==> config.mk <==
export PLATFORM = sky130hd
export DESIGN_NAME = uart_record_frame_ctrl
export DESIGN_NICKNAME = d
export VERILOG_FILES = /design/src/rtl/uart_rec_pkg.sv /design/src/rtl/uart_record_frame_ctrl_sat_counter.sv /design/src/rtl/uart_record_frame_ctrl.sv
export SDC_FILE = /design/constraint.sdc
export NUM_CORES = 1
export LEC_CHECK = 0
export CORE_ASPECT_RATIO = 1.5
export CORE_MARGIN = 4
export CORE_UTILIZATION = 56
export DETAILED_ROUTE_END_ITERATION = 7
export PLACE_DENSITY = 0.81
export SETUP_SLACK_MARGIN = 0.05
export SYNTH_ARGS = -nofsm -noshare
export SYNTH_HDL_FRONTEND = slang
export SYNTH_SLANG_ARGS = --single-unit
==> constraint.sdc <==
create_clock -name clk -period 3.3 [get_ports clk]
set_input_delay 0.99 -clock clk [delete_from_list [all_inputs] [get_ports clk]]
set_output_delay 0.99 -clock clk [all_outputs]
set_load 0.02 [all_outputs]
==> src/rtl/uart_rec_pkg.sv <==
// Shared types and defaults for the UART record framing path.
// Holds the framer state encoding and the record geometry defaults.
package uart_rec_pkg;

  typedef enum logic [1:0] {
    HUNT    = 2'd0,
    COLLECT = 2'd1,
    COMMIT  = 2'd2
  } frame_state_e;

  localparam int          RECORD_BYTES_DEF = 32;
  localparam logic [7:0]  SYNC_BYTE_DEF    = 8'hA5;

endpackage

==> src/rtl/uart_record_frame_ctrl_sat_counter.sv <==
// Saturating event counter with synchronous clear.
// Clear takes priority over increment.
module sat_counter #(
  parameter int CNT_W = 16
) (
  input  logic             clk,
  input  logic             rst_n,
  input  logic             inc,
  input  logic             clr,
  output logic [CNT_W-1:0] q
);

  always_ff @(posedge clk or negedge rst_n) begin
    if (!rst_n) begin
      q <= '0;
    end else if (clr) begin
      q <= '0;
    end else if (inc && (q != '1)) begin
      q <= q + CNT_W'(1);
    end
  end

endmodule

==> src/rtl/uart_record_frame_ctrl.sv <==
// Record framer: hunts sync, streams bytes into packer lanes,
// commits or drops complete records, aborts on inter-byte gaps.
module uart_record_frame_ctrl
  import uart_rec_pkg::*;
#(
  parameter int         RECORD_BYTES = RECORD_BYTES_DEF,
  parameter logic [7:0] SYNC_BYTE    = SYNC_BYTE_DEF,
  parameter int         GAP_CYCLES   = 10000,
  parameter int         CNT_W        = 16,
  localparam int        IW = $clog2(RECORD_BYTES)
) (
  input  logic             clk,
  input  logic             rst_n,
  input  logic             cfg_enable,
  input  logic             stat_clr,
  input  logic             rx_valid,
  input  logic [7:0]       rx_data,
  output logic             pk_wr_en,
  output logic [IW-1:0]    pk_wr_idx,
  output logic [7:0]       pk_wr_data,
  output logic             pk_commit,
  input  logic             pk_busy,
  output logic [1:0]       st_state,
  output logic [CNT_W-1:0] stat_ok,
  output logic [CNT_W-1:0] stat_drop,
  output logic [CNT_W-1:0] stat_abort
);

  localparam int TW = $clog2(GAP_CYCLES);

  frame_state_e  state, state_d;
  logic [IW-1:0] idx, idx_d;
  logic [TW-1:0] timer, timer_d;
  logic          wr_en_d, commit_d;
  logic [IW-1:0] wr_idx_d;
  logic [7:0]    wr_data_d;
  logic          inc_ok, inc_drop, inc_abort;
  logic          is_sync;

  assign is_sync  = rx_valid && (rx_data == SYNC_BYTE);
  assign st_state = state;

  always_ff @(posedge clk or negedge rst_n) begin
    if (!rst_n) begin
      state      <= HUNT;
      idx        <= '0;
      timer      <= '0;
      pk_wr_en   <= 1'b0;
      pk_wr_idx  <= '0;
      pk_wr_data <= '0;
      pk_commit  <= 1'b0;
    end else begin
      state      <= state_d;
      idx        <= idx_d;
      timer      <= timer_d;
      pk_wr_en   <= wr_en_d;
      pk_wr_idx  <= wr_idx_d;
      pk_wr_data <= wr_data_d;
      pk_commit  <= commit_d;
    end
  end

  always_comb begin
    state_d   = state;
    idx_d     = idx;
    timer_d   = timer;
    wr_en_d   = 1'b0;
    wr_idx_d  = pk_wr_idx;
    wr_data_d = pk_wr_data;
    commit_d  = 1'b0;
    inc_ok    = 1'b0;
    inc_drop  = 1'b0;
    inc_abort = 1'b0;
    if (!cfg_enable) begin
      state_d = HUNT;
      idx_d   = '0;
      timer_d = '0;
    end else begin
      unique case (state)
        HUNT, COMMIT: begin
          if (state == COMMIT) begin
            commit_d = !pk_busy;
            inc_ok   = !pk_busy;
            inc_drop = pk_busy;
          end
          state_d = HUNT;
          idx_d   = '0;
          timer_d = '0;
          // a sync byte landing in the commit cycle opens the next record
          if (is_sync) begin
            wr_en_d   = 1'b1;
            wr_idx_d  = '0;
            wr_data_d = rx_data;
            idx_d     = IW'(1);
            state_d   = COLLECT;
          end
        end
        COLLECT: begin
          if (rx_valid) begin
            wr_en_d   = 1'b1;
            wr_idx_d  = idx;
            wr_data_d = rx_data;
            timer_d   = '0;
            idx_d     = idx + IW'(1);
            if (idx == IW'(RECORD_BYTES - 1)) begin
              idx_d   = '0;
              state_d = COMMIT;
            end
          end else if (timer == TW'(GAP_CYCLES - 1)) begin
            inc_abort = 1'b1;
            idx_d     = '0;
            timer_d   = '0;
            state_d   = HUNT;
          end else begin
            timer_d = timer + TW'(1);
          end
        end
        default: begin
          state_d = HUNT;
          idx_d   = '0;
          timer_d = '0;
        end
      endcase
    end
  end

  sat_counter #(.CNT_W(CNT_W)) u_ok (
    .clk(clk), .rst_n(rst_n), .inc(inc_ok),
    .clr(stat_clr), .q(stat_ok)
  );

  sat_counter #(.CNT_W(CNT_W)) u_drop (
    .clk(clk), .rst_n(rst_n), .inc(inc_drop),
    .clr(stat_clr), .q(stat_drop)
  );

  sat_counter #(.CNT_W(CNT_W)) u_abort (
    .clk(clk), .rst_n(rst_n), .inc(inc_abort),
    .clr(stat_clr), .q(stat_abort)
  );

endmodule
==> results.md, run 1 <==
| Item | Value |
| --- | --- |
| Outcome | finished clean |
| H-tree depth | 3 |
| Count of fill cells added during filler insertion | 581 |
| Leftover overflow at the end of global routing | 0 |
| Portion of synthesized cell area occupied by the leading cell type | 49.8% |
| Half-perimeter wire length of the detailed placement result | 7.18 mm |
| CTS tree | yes |
| CP required | 3.54 ns |
| Via count | 3497 |
| Postcts setup bufs | 0 |
| Power spent charging and discharging nets | 390 uW |
| Area of the mapped netlist | 4220 sq um |
| RSZ-0062 raised after global routing | false |
| Synth-to-Final Area Change | 25.6% |
| Min cycle time layout | 2.90 ns |
| Total die area | 9020 sq um |
| Internal power | 1.36 mW |
| Xor and xnor fraction of the mapped netlist area | 7.05% |
| Most common library cell in the layout ignoring fill and taps | dfrtp_1 |
| Most area-hungry cell type in the Yosys netlist | dfrtp_1 |
| Worst Hold Slack | 0.506 ns |
| Met3 wire length | 530 microns |
| Number of input and output port buffers inserted | 78 |
| Worst endpoint data arrival time | 3.13 ns |
| Top flip-flop cell by instance count after synthesis | dfrtp_1 |
| Slew @ Worst Pin | 1.19 ns |
| Overall track demand over capacity in global routing | 23.5% |
| Number of buffers inserted for hold repair after clock tree synthesis | 0 |
| Final ANT Viol Nets | 0 |
| Share of total power consumed by net switching | 22.4% |
| Synthesized area per cell | 9.93 sq um |
| Num CTS Buffers | 9 |
| PwrDens | 329 nW/um^2 |
| Share of synthesized area spent on multiplexers | 4.65% |
| Total instance count after detailed placement | 598 |
| YS warnings | 0 |
| Standard cell with the maximum stage delay on the critical path | a21oi_1 |
| Max Fclk | 0.345 GHz |
| Cells taking the most area after synthesis | dfrtp_1 50%, nor2_1 5.5%, xnor2_1 4.4% |
| Overall routed net length | 9.78 mm |
| Clock share of power | 36.4% |
| Met1 layer wirelength in the final routing | 3.74 mm |
| Met2 WL post-DR | 5.23 mm |
| Num ports | 79 |
| Compound-cell area share of the yosys netlist | 8.54% |
| Sink Count | 84 |
| Worst hold-check path type | reg -> reg |
| Final std cells w/o fill | 614 |
| Sequential Power Share | 59.3% |
| Routed wirelength normalized by instance count | 15.9 microns |
| Max-capacitance violation count | 0 |
| Clock latency of the later-clocked register in the worst-skew pair | 0.36 ns |
| CP Launch Type | input pin |
| Max Transition Viols Final | 0 |
| Post-synthesis sequential element count | 84 |
| Number of diodes added for antenna fixing | 0 |
| Number of endpoints failing setup at the final stage | 0 |
| Maximum number of pins on one net before global-route repair | 51 |
| Share of the clock period used by the worst path | 87.8% |
| Vias per cell | 5.70 |
| Endpoint type of the worst setup path | flop |
| Number of standard-cell rows in the floorplan | 38 |
| # resized after CTS | 0 |
| Reported leakage power | 2.19 nW |
| Antenna violations before repair | 0 |
| Main combinational cell family by area after synthesis | simple AND/OR/NAND/NOR gates |
| Highest cell delay on the worst timing path | 0.91 ns |
| Area occupied by multi-input gates | 2030 sq um |
| Post-Route Setup TNS | 0 ns |
| Clock transition at path regs | 0.07 ns |
| Initial core utilization | 58.0% |
| Comb pwr share | 4.3% |
| First-pass iteration count of the detailed router | 4 |
| Number of enable flip-flop cells after synthesis | 0 |
| Die Ht | 114 microns |
| Final Hold Fails | 0 |
| Share of layout cells above drive strength 1 | 8.95% |
| Worst setup slack before clock tree synthesis | 0.0112 ns |
| First-pass GRT wire length | 16.6 mm |
| Placeable core region | 7270 sq um |
| DRC errors left | 0 |
| Post-synthesis share of cell area spent on and, or, nand and nor gates | 25.7% |
| Most frequent cells in the layout | 84 x dfrtp_1, 77 x clkdlybuf4s50_1, 62 x nor2_1 |
| Largest clock skew in the final design | 0.0118 ns |
| Post-synthesis instance total | 425 |
| Iteration-0 DRC count of the detailed router | 162 |
| CTS Buffer Depth | 2 |
| Seq. cell area | 2100 sq um |
| Largest vdd supply drop | 299 uV |
| Worst Slack Setup Final | 0.401 ns |
| Sequential share of the synthesized area | 49.8% |
| Die Width | 78.9 microns |
| Post-synthesis share of cell area spent on full adders, half adders and majority gates | 2.07% |
| Async set-reset flop share out of synthesis | 100% |
| Maximum fanout count along the critical path | 14 |
| Critical path class | in -> reg |
| Clock tree root buffer cell | clkbuf_8 |
| Number of global-route vias before repair | 3593 |
| Worst slew margin relative to its limit | 20.4% |
| Total nets after synthesis | 446 |
| Cells traversed along the worst timing path | clkdlybuf4s50_1 -> and4b_1 -> a21oi_1 -> mux2_2 |
| GP Congestion | 0.867 |
| Layout net count | 530 |
| Top routing layer in use | met4 |
| Distinct cells, synth | 53 |
synthesized netlist by cell type (2+ instances only):
library cell and n:
or2_2 2, nor2_1 62, or4_1 3, and2_1 4
ha_1 7, xnor2_1 21, nand4_1 14, o21ai_0 8
a22o_1 7, a211oi_1 2, dfrtp_1 84, and3_1 4
or3_1 4, and4_1 5, nor2b_1 6, buf_2 3
nand2_1 35, a21oi_1 22, clkbuf_1 7, nand4b_1 2
nand3_1 26, inv_1 8, o31ai_1 4, buf_1 3
nand2b_1 2, a31oi_1 2, nor4b_1 2, xor2_1 13
nor4bb_1 4, mux2i_1 5, nor4_1 12, nor3_1 9
mux2_2 13
sequential cells by signal (all words and copies together) (netlist names), 2 cells and up:
| name | count |
|---|---|
| st_state | 2 |
| timer | 14 |
| idx | 5 |
| pk_wr_data | 8 |
| pk_wr_idx | 5 |
| u_abort.q | 16 |
| u_drop.q | 16 |
| u_ok.q | 16 |
stage by stage:
stage	utilization [%]	area, sq um	power, mW
2_1_floorplan	-	4220	1.08
3_3_place_gp	70.7	5140	1.13
3_5_place_dp	70.7	5140	1.13
4_1_cts	72.9	5300	1.76
5_1_grt	72.9	5300	1.82
6_report	72.9	5300	1.75
cell type report:
type,instances,share of cell area [%]
Clock buffer,14,2.88
Clock inverter,2,0.189
Inverter,8,0.566
Multi-Input combinational cell,319,38.2
Sequential cell,84,39.6
Tap cell,100,2.36
Timing Repair Buffer,87,16.2
final timing paths:
kind                          startpoint       endpoint  slack (ns)  cells past startpoint
max                           cfg_enable  pk_wr_data[5]        0.40                      4
min                        pk_wr_data[4]  pk_wr_data[4]        0.51                      1
max reg2reg                     timer[0]  u_abort.q[12]        0.96                      6
min reg2reg                pk_wr_data[4]  pk_wr_data[4]        0.51                      1
max in group asynchronous          rst_n      u_ok.q[3]        2.12                      2
min in group asynchronous          rst_n   u_abort.q[9]        0.57                      1
power by group through the flow:
stage,combinational (mW),clock (mW),sequential [mW]
4_1_cts,0.0770,0.650,1.04
3_5_place_dp,0.0770,0,1.06
3_3_place_gp,0.0749,0,1.06
2_1_floorplan,0.0165,0,1.06
6_report,0.0747,0.636,1.04
5_1_grt,0.0820,0.698,1.04
critical path, delay by kind of cell:
kind,cells,cell delay (ns)
AOI/OAI and AO/OA,1,0.91
buffers and inverters,1,0.54
muxes,1,0.43
and+or+nand+nor,1,0.27
cells by family after synthesis:
group	count (synthesis)
flops	84
mux	18
xor+xnor	34
fa+ha+maj	7
compound gates	55
buf+inv	22
simple gates	205
per-layer routing:
metal,global-route usage [%],vias up
li1,-,1688
met1,25.5,1705
met2,41.6,83
met3,5.51,21
met4,13.2,0
met5,0,-
Note: power is estimated with default switching activity, not from simulation.
==> run 2: changes to the inputs <==
Settings changed: CORE_MARGIN 4 to not set, GPL_TIMING_DRIVEN set to 1.
==> run 2 against run 1 <==
  * Core utilization increased by 0.19 points
  * Clock power increased by 9.4%
  * Global-route usage grew 2.5 points
  * Critical path depth is 2 higher
  * Total power increased by 3.4%
  * Count of clock-buffer cells in the layout down 3
  * Routed wire length shrank 4.2%
  * Maximum frequency up 3.1%
  * Sequential share of layout area shrank 0.10 points
  * Sequential cell count stayed put
  * Critical endpoint unchanged
  * Largest power group unchanged
==> results.md, run 2 (same netlist as run 1, synthesis figures left out) <==
| Item | Value | Change |
| --- | --- | --- |
| Outcome | finished clean |  |
| Postcts setup bufs | 0 | unchanged |
| Number of input and output port buffers inserted | 78 | unchanged |
| Routed wirelength normalized by instance count | 15.3 microns | -4.0% |
| Largest vdd supply drop | 315 uV | +5.4% |
| Met2 WL post-DR | 5.07 mm | -2.9% |
| Number of endpoints failing setup at the final stage | 0 | unchanged |
| Share of the clock period used by the worst path | 85.2% | -2.7 points |
| Number of buffers inserted for hold repair after clock tree synthesis | 0 | unchanged |
| Worst Reg-to-Reg Cells | 6 | unchanged |
| Max Transition Viols Final | 0 | unchanged |
| Top routing layer in use | met4 |  |
| Reg2reg start | timer[0] |  |
| Reg-to-reg endpoint | u_abort.q[12] |  |
| Placeable core region | 7270 sq um | unchanged |
| Maximum fanout count along the critical path | 14 | unchanged |
| Via count | 3474 | -0.66% |
| CP required | 3.53 ns | about the same |
| Most frequent cells in the layout | 84 x dfrtp_1, 77 x clkdlybuf4s50_1, 62 x nor2_1 |  |
| Source of the critical timing path | rx_data[7] |  |
| Vias per cell | 5.67 | -0.50% |
| Synth-to-Final Area Change | 26.0% |  |
| DRC errors left | 0 | unchanged |
| CP Buf/Inv Count | 2 | +1 |
| Num CTS Buffers | 9 | unchanged |
| Count of fill cells added during filler insertion | 539 | -7.2% |
| Overall track demand over capacity in global routing | 25.9% | +2.5 points |
| Met3 wire length | 443 microns | -16% |
| Clock tree root buffer cell | clkbuf_8 |  |
| Slew @ Worst Pin | 1.09 ns | -0.104 ns |
| Total power of the final layout | 1.80 mW | +3.4% |
| CP Launch Type | input pin |  |
| Worst hold-check path type | reg -> reg |  |
| H-tree depth | 3 | unchanged |
| # resized after CTS | 0 | unchanged |
| Worst slew margin relative to its limit | 27.3% | +6.9 points |
| Die Ht | 108 microns | -5.2% |
| Clock latency of the later-clocked register in the worst-skew pair | 0.35 ns | about the same |
| Worst endpoint data arrival time | 3.04 ns | -0.09 ns |
| Final std cells w/o fill | 613 | -0.16% |
| Min cycle time layout | 2.81 ns | -0.0885 ns |
| PwrDens | 339 nW/um^2 | +3.1% |
| First-pass iteration count of the detailed router | 4 | unchanged |
| Endpoint type of the worst setup path | flop |  |
| Critical path class | in -> reg |  |
| Sink Count | 84 | unchanged |
| Number of global-route vias before repair | 3514 | -2.2% |
| Iteration-0 DRC count of the detailed router | 237 | +46% |
| Critical path depth in cells | 6 | +2 |
| Cells traversed along the worst timing path | clkdlybuf4s50_1 -> nor4bb_1 -> nand4b_1 -> inv_1 -> a21oi_1 -> mux2_2 |  |
| Final Hold Fails | 0 | unchanged |
| Max Fclk | 0.356 GHz | +3.1% |
| Standard cell with the maximum stage delay on the critical path | a21oi_1 |  |
| Maximum number of pins on one net before global-route repair | 52 | +2.0% |
| Share of layout cells above drive strength 1 | 9.16% | +0.21 points |
| Highest cell delay on the worst timing path | 0.86 ns | -0.05 ns |
| Final ANT Viol Nets | 0 | unchanged |
| Gate family responsible for the most delay along the worst path | compound AO/OA/AOI/OAI gates |  |
| CTS tree | yes |  |
| Antenna violations before repair | 0 | unchanged |
| Clock transition at path regs | 0.07 ns | about the same |
| Total instance count after detailed placement | 597 | -0.17% |
| Worst Hold Slack | 0.506 ns | +0.000230 ns |
| Met1 layer wirelength in the final routing | 3.67 mm | -1.9% |
| Number of diodes added for antenna fixing | 0 | unchanged |
| Overall routed net length | 9.37 mm | -4.2% |
| Max-capacitance violation count | 0 | unchanged |
| GP Congestion | 0.824 | -5.0% |
| Slack of the worst reg-to-reg path | 0.96 ns | about the same |
| Top Registers | u_abort.q x16, u_drop.q x16, u_ok.q x16 |  |
| Layout net count | 529 | -0.19% |
| RSZ-0062 raised after global routing | false |  |
| Number of standard-cell rows in the floorplan | 38 | unchanged |
| Largest clock skew in the final design | 0.00918 ns | -0.00261 ns |
| Num ports | 79 | unchanged |
| Initial core utilization | 58.0% | unchanged |
| Most common library cell in the layout ignoring fill and taps | dfrtp_1 |  |
| Leftover overflow at the end of global routing | 0 | unchanged |
| Total die area | 7900 sq um | -12% |
| Critical path capture point | pk_wr_data[5] |  |
| Half-perimeter wire length of the detailed placement result | 6.97 mm | -2.9% |
| CTS Buffer Depth | 2 | unchanged |
| Post-Route Setup TNS | 0 ns | unchanged |
| Reported leakage power | 2.20 nW | +0.20% |
| First-pass GRT wire length | 15.7 mm | -5.5% |
| Die Width | 72.9 microns | -7.6% |
run 2: cell types whose count changed in the layout (fill, tap and decap cells not counted), sizes merged:
| cell | delta |
|---|---|
| bufinv | +1 |
| buf | -1 |
| clkinv | +1 |
| clkbuf | -3 |
| clkinvlp | +1 |
run 2: layout make-up:
type,instances,area [sq um],area share (%)
Clock buffer,11,131,2.47
Clock inverter,5,52.6,0.988
Inverter,8,30.0,0.565
Multi-Input combinational cell,319,2030,38.1
Sequential cell,84,2100,39.5
Tap cell,100,125,2.35
Timing Repair Buffer,86,851,16.0
run 2: layer usage:
metal | vias to the layer above | global-route usage (%)
li1 | 1680 | -
met1 | 1689 | 29.0
met5 | - | 0
met4 | 0 | 11.8
met3 | 16 | 5.96
met2 | 89 | 46.3
run 2: how the worst min path moves through the flow:
stage / startpoint / endpoint / slack (ns) / cells after the start
4_1_cts: pk_wr_data[4] / pk_wr_data[4] / 0.51 / 1
3_5_place_dp: pk_wr_idx[0] / pk_wr_idx[0] / 0.48 / 1
6_report: pk_wr_data[6] / pk_wr_data[6] / 0.51 / 1
2_1_floorplan: idx[2] / idx[2] / 0.49 / 1
3_3_place_gp: pk_wr_idx[3] / pk_wr_idx[3] / 0.49 / 1
5_1_grt: pk_wr_idx[1] / pk_wr_idx[1] / 0.52 / 1
run 2: report_power, final:
| part | internal (mW) | switching [mW] | leakage [nW] |
|---|---|---|---|
| clock | 0.346 | 0.349 | 0.0931 |
| sequential | 1.03 | 0.00249 | 1.17 |
| combinational | 0.0295 | 0.0445 | 0.931 |
run 2: stage by stage:
| stage | cell area (sq um) | setup WS (ns) | util (%) |
|---|---|---|---|
| after floorplan | 4220 | 0.801 | - |
| after global placement | 5130 | 0.159 | 70.6 |
| after detailed placement | 5130 | 0.0740 | 70.6 |
| after CTS | 5320 | 0.467 | 73.1 |
| after global routing | 5320 | 0.341 | 73.1 |
| final | 5320 | 0.490 | 73.1 |
==> run 3: changes to the inputs <==
Settings changed: ABC_AREA set to 1, CORE_UTILIZATION 56 to 58, PLACE_DENSITY 0.81 to 0.82, SLEW_MARGIN set to 20.
==> run 3 against run 2 <==
  * Register-to-register slack better by 0.35 ns
  * Cell count is 38% higher
  * Final area is 13% higher
  * Non-clock buffer count is 1 lower
  * Worst hold slack better by 0.0016 ns
  * Largest cell class is now multi-input gates
  * Largest power group unchanged
==> results.md, run 3 <==
| Item | Value | Change |
| --- | --- | --- |
| Outcome | finished clean |  |
| Synthesized area per cell | 7.36 sq um | -26% |
| Postcts setup bufs | 0 | unchanged |
| RSZ-0062 raised after global routing | false |  |
| Maximum fanout count along the critical path | 14 | unchanged |
| Worst setup slack before clock tree synthesis | 0.465 ns | +0.391 ns |
| Final core utilization | 74.5% | +1.4 points |
| Most repeated library cell on the critical path | inv_1 |  |
| Cells traversed along the worst timing path | clkdlybuf4s50_1 -> nand4_1 -> inv_1 -> nand2_1 -> inv_1 -> o21ai_0 -> a21oi_1 |  |
| Via count | 4750 | +37% |
| CP required | 3.56 ns | +0.03 ns |
| Die Width | 76.7 microns | +5.2% |
| Critical path depth in cells | 7 | +1 |
| Max Fclk | 0.397 GHz | +11% |
| Worst Slack Setup Final | 0.779 ns | +0.289 ns |
| Reg2reg start | timer[0] |  |
| Iteration-0 DRC count of the detailed router | 354 | +49% |
| First-pass iteration count of the detailed router | 6 | +2 |
| Number of enable flip-flop cells after synthesis | 0 | unchanged |
| Layout net count | 759 | +43% |
| Worst endpoint data arrival time | 2.78 ns | -0.26 ns |
| Most area-hungry cell type in the Yosys netlist | dfrtp_1 |  |
| Number of buffers inserted for hold repair after clock tree synthesis | 0 | unchanged |
| Reg-to-reg endpoint | u_abort.q[12] |  |
| Overall track demand over capacity in global routing | 29.9% | +3.9 points |
| Total power of the final layout | 2.18 mW | +21% |
| Slew @ Worst Pin | 0.636 ns | -0.454 ns |
| CTS Buffer Depth | 2 | unchanged |
| Num ports | 79 | unchanged |
| Cells taking the most area after synthesis | dfrtp_1 43%, nand2_1 16%, nand3_1 7.7% |  |
| Worst Reg-to-Reg Cells | 7 | +1 |
| Clock tree root buffer cell | clkbuf_16 |  |
| Critical path class | in -> reg |  |
| Standard cell with the maximum stage delay on the critical path | clkdlybuf4s50_1 |  |
| Die Ht | 114 microns | +5.2% |
| Async set-reset flop share out of synthesis | 100% | unchanged |
| Overall routed net length | 12.4 mm | +32% |
| Dominant cell by count in the synthesized netlist | nand2_1 |  |
| Worst hold-check path type | reg -> reg |  |
| Post-synthesis sequential element count | 84 | unchanged |
| Reported leakage power | 2.69 nW | +22% |
| Initial core utilization | 60.2% | +2.1 points |
| Share of layout cells above drive strength 1 | 6.34% | -2.8 points |
| GP Congestion | 0.901 | +9.4% |
| Final ANT Viol Nets | 0 | unchanged |
| Half-perimeter wire length of the detailed placement result | 8.92 mm | +28% |
| Endpoint type of the worst setup path | flop |  |
| YS warnings | 0 | unchanged |
| Maximum number of pins on one net before global-route repair | 47 | -9.6% |
| Most common library cell in the layout ignoring fill and taps | nand2_1 |  |
| Worst slew margin relative to its limit | 57.6% | +30 points |
| Slack of the worst reg-to-reg path | 1.31 ns | +0.35 ns |
| Count of fill cells added during filler insertion | 609 | +13% |
| H-tree depth | 3 | unchanged |
| Critical path capture point | timer[10] |  |
| Distinct cells, synth | 31 | -42% |
| Portion of synthesized cell area occupied by the leading cell type | 43.4% | -6.4 points |
| Total nets after synthesis | 680 | +52% |
| Sequential share of the synthesized area | 43.4% | -6.4 points |
| Top Registers | u_abort.q x16, u_drop.q x16, u_ok.q x16 |  |
| Num CTS Buffers | 9 | unchanged |
| Post-synthesis instance total | 659 | +55% |
| Number of input and output port buffers inserted | 78 | unchanged |
| # resized after CTS | 0 | unchanged |
| Share of the clock period used by the worst path | 76.4% | -8.8 points |
| Number of standard-cell rows in the floorplan | 40 | +5.3% |
| Routed wirelength normalized by instance count | 14.6 microns | -4.4% |
| CP Buf/Inv Count | 3 | +1 |
| Antenna violations before repair | 0 | unchanged |
| Number of global-route vias before repair | 4571 | +30% |
| Total die area | 8740 sq um | +11% |
| Clock latency of the later-clocked register in the worst-skew pair | 0.34 ns | about the same |
| Max Transition Viols Final | 0 | unchanged |
| Post-Route Setup TNS | 0 ns | unchanged |
| Leftover overflow at the end of global routing | 0 | unchanged |
| Vias per cell | 5.61 | -0.93% |
| Number of diodes added for antenna fixing | 0 | unchanged |
| Source of the critical timing path | cfg_enable |  |
| Placeable core region | 8060 sq um | +11% |
| Gate family responsible for the most delay along the worst path | buffers and inverters |  |
| CTS tree | yes |  |
| First-pass GRT wire length | 20.6 mm | +32% |
| Min cycle time layout | 2.52 ns | -0.289 ns |
| Most common library cells after synthesis | 208 x nand2_1, 91 x nor2_1, 84 x dfrtp_1 |  |
| Clock transition at path regs | 0.06 ns | about the same |
| Top flip-flop cell by instance count after synthesis | dfrtp_1 |  |
| Most frequent cells in the layout | 208 x nand2_1, 91 x nor2_1, 84 x dfrtp_1 |  |
| Final Hold Fails | 0 | unchanged |
| Sink Count | 84 | unchanged |
| Largest vdd supply drop | 309 uV | -1.9% |
| Highest cell delay on the worst timing path | 0.58 ns | -0.28 ns |
| Max-capacitance violation count | 0 | unchanged |
| PwrDens | 363 nW/um^2 | +7.0% |
| Area of the mapped netlist | 4850 sq um | +15% |
| Synth-to-Final Area Change | 23.9% |  |
| Number of endpoints failing setup at the final stage | 0 | unchanged |
| CP Launch Type | input pin |  |
| Largest clock skew in the final design | 0.00681 ns | -0.00238 ns |
| DRC errors left | 0 | unchanged |
==> run 3: metal layers <==
layer | up-vias | track usage, % | share of wire, % | wire, microns
li1 | 2292 | - | - | -
met1 | 2285 | 32.2 | 38 | 4750
met2 | 136 | 55.4 | 55 | 6780
met3 | 37 | 6.00 | 4.3 | 537
met4 | 0 | 14.4 | 2.4 | 301
met5 | - | 0 | 0 | 0
==> run 3: worst min path at each step <==
stage / from / endpoint / slack (ns) / cells past startpoint
global route: pk_wr_data[6] / pk_wr_data[6] / 0.53 / 2
floorplan: timer[0] / timer[0] / 0.46 / 1
CTS: timer[0] / timer[0] / 0.50 / 1
global placement: pk_wr_data[7] / pk_wr_data[7] / 0.49 / 2
detailed placement: pk_wr_data[6] / pk_wr_data[6] / 0.51 / 2
finish: timer[0] / timer[0] / 0.51 / 1
==> run 3: final cells by class <==
| class | count | area [sq um] | share of cell area, % |
|---|---|---|---|
| flip-flops and latches | 84 | 2100 | 35.0 |
| clock buffers | 12 | 256 | 4.27 |
| well taps | 105 | 131 | 2.19 |
| clock inverters | 2 | 35.0 | 0.583 |
| multi-input cells | 506 | 2440 | 40.6 |
| repair buffers | 85 | 843 | 14.0 |
| inverters | 52 | 196 | 3.27 |
==> run 3: cell families after synthesis <==
kind of cell / count (synthesis) / synth area share, %
DFF: 84 / 43.4
AOI/OAI and AO/OA: 50 / 6.04
and+or+nand+nor: 429 / 38.9
adders and majority gates: 7 / 1.81
xor gates and xnor gates: 20 / 3.61
buffers and inverters: 69 / 6.30
==> run 3: report_power, final <==
part	total, mW	leakage (nW)	internal, mW	switching [mW]
clock network	1.01	0.145	0.618	0.389
registers	1.05	1.16	1.04	0.00786
logic	0.125	1.38	0.0473	0.0780
==> run 3: metrics by stage <==
stage               std cells  instance area, sq um  hold WS [ns]
floorplan                 659                  4850         0.461
global placement          832                  5710         0.490
detailed placement        832                  5710         0.507
CTS                       846                  6010         0.505
global route              846                  6010         0.532
finish                    846                  6010         0.508
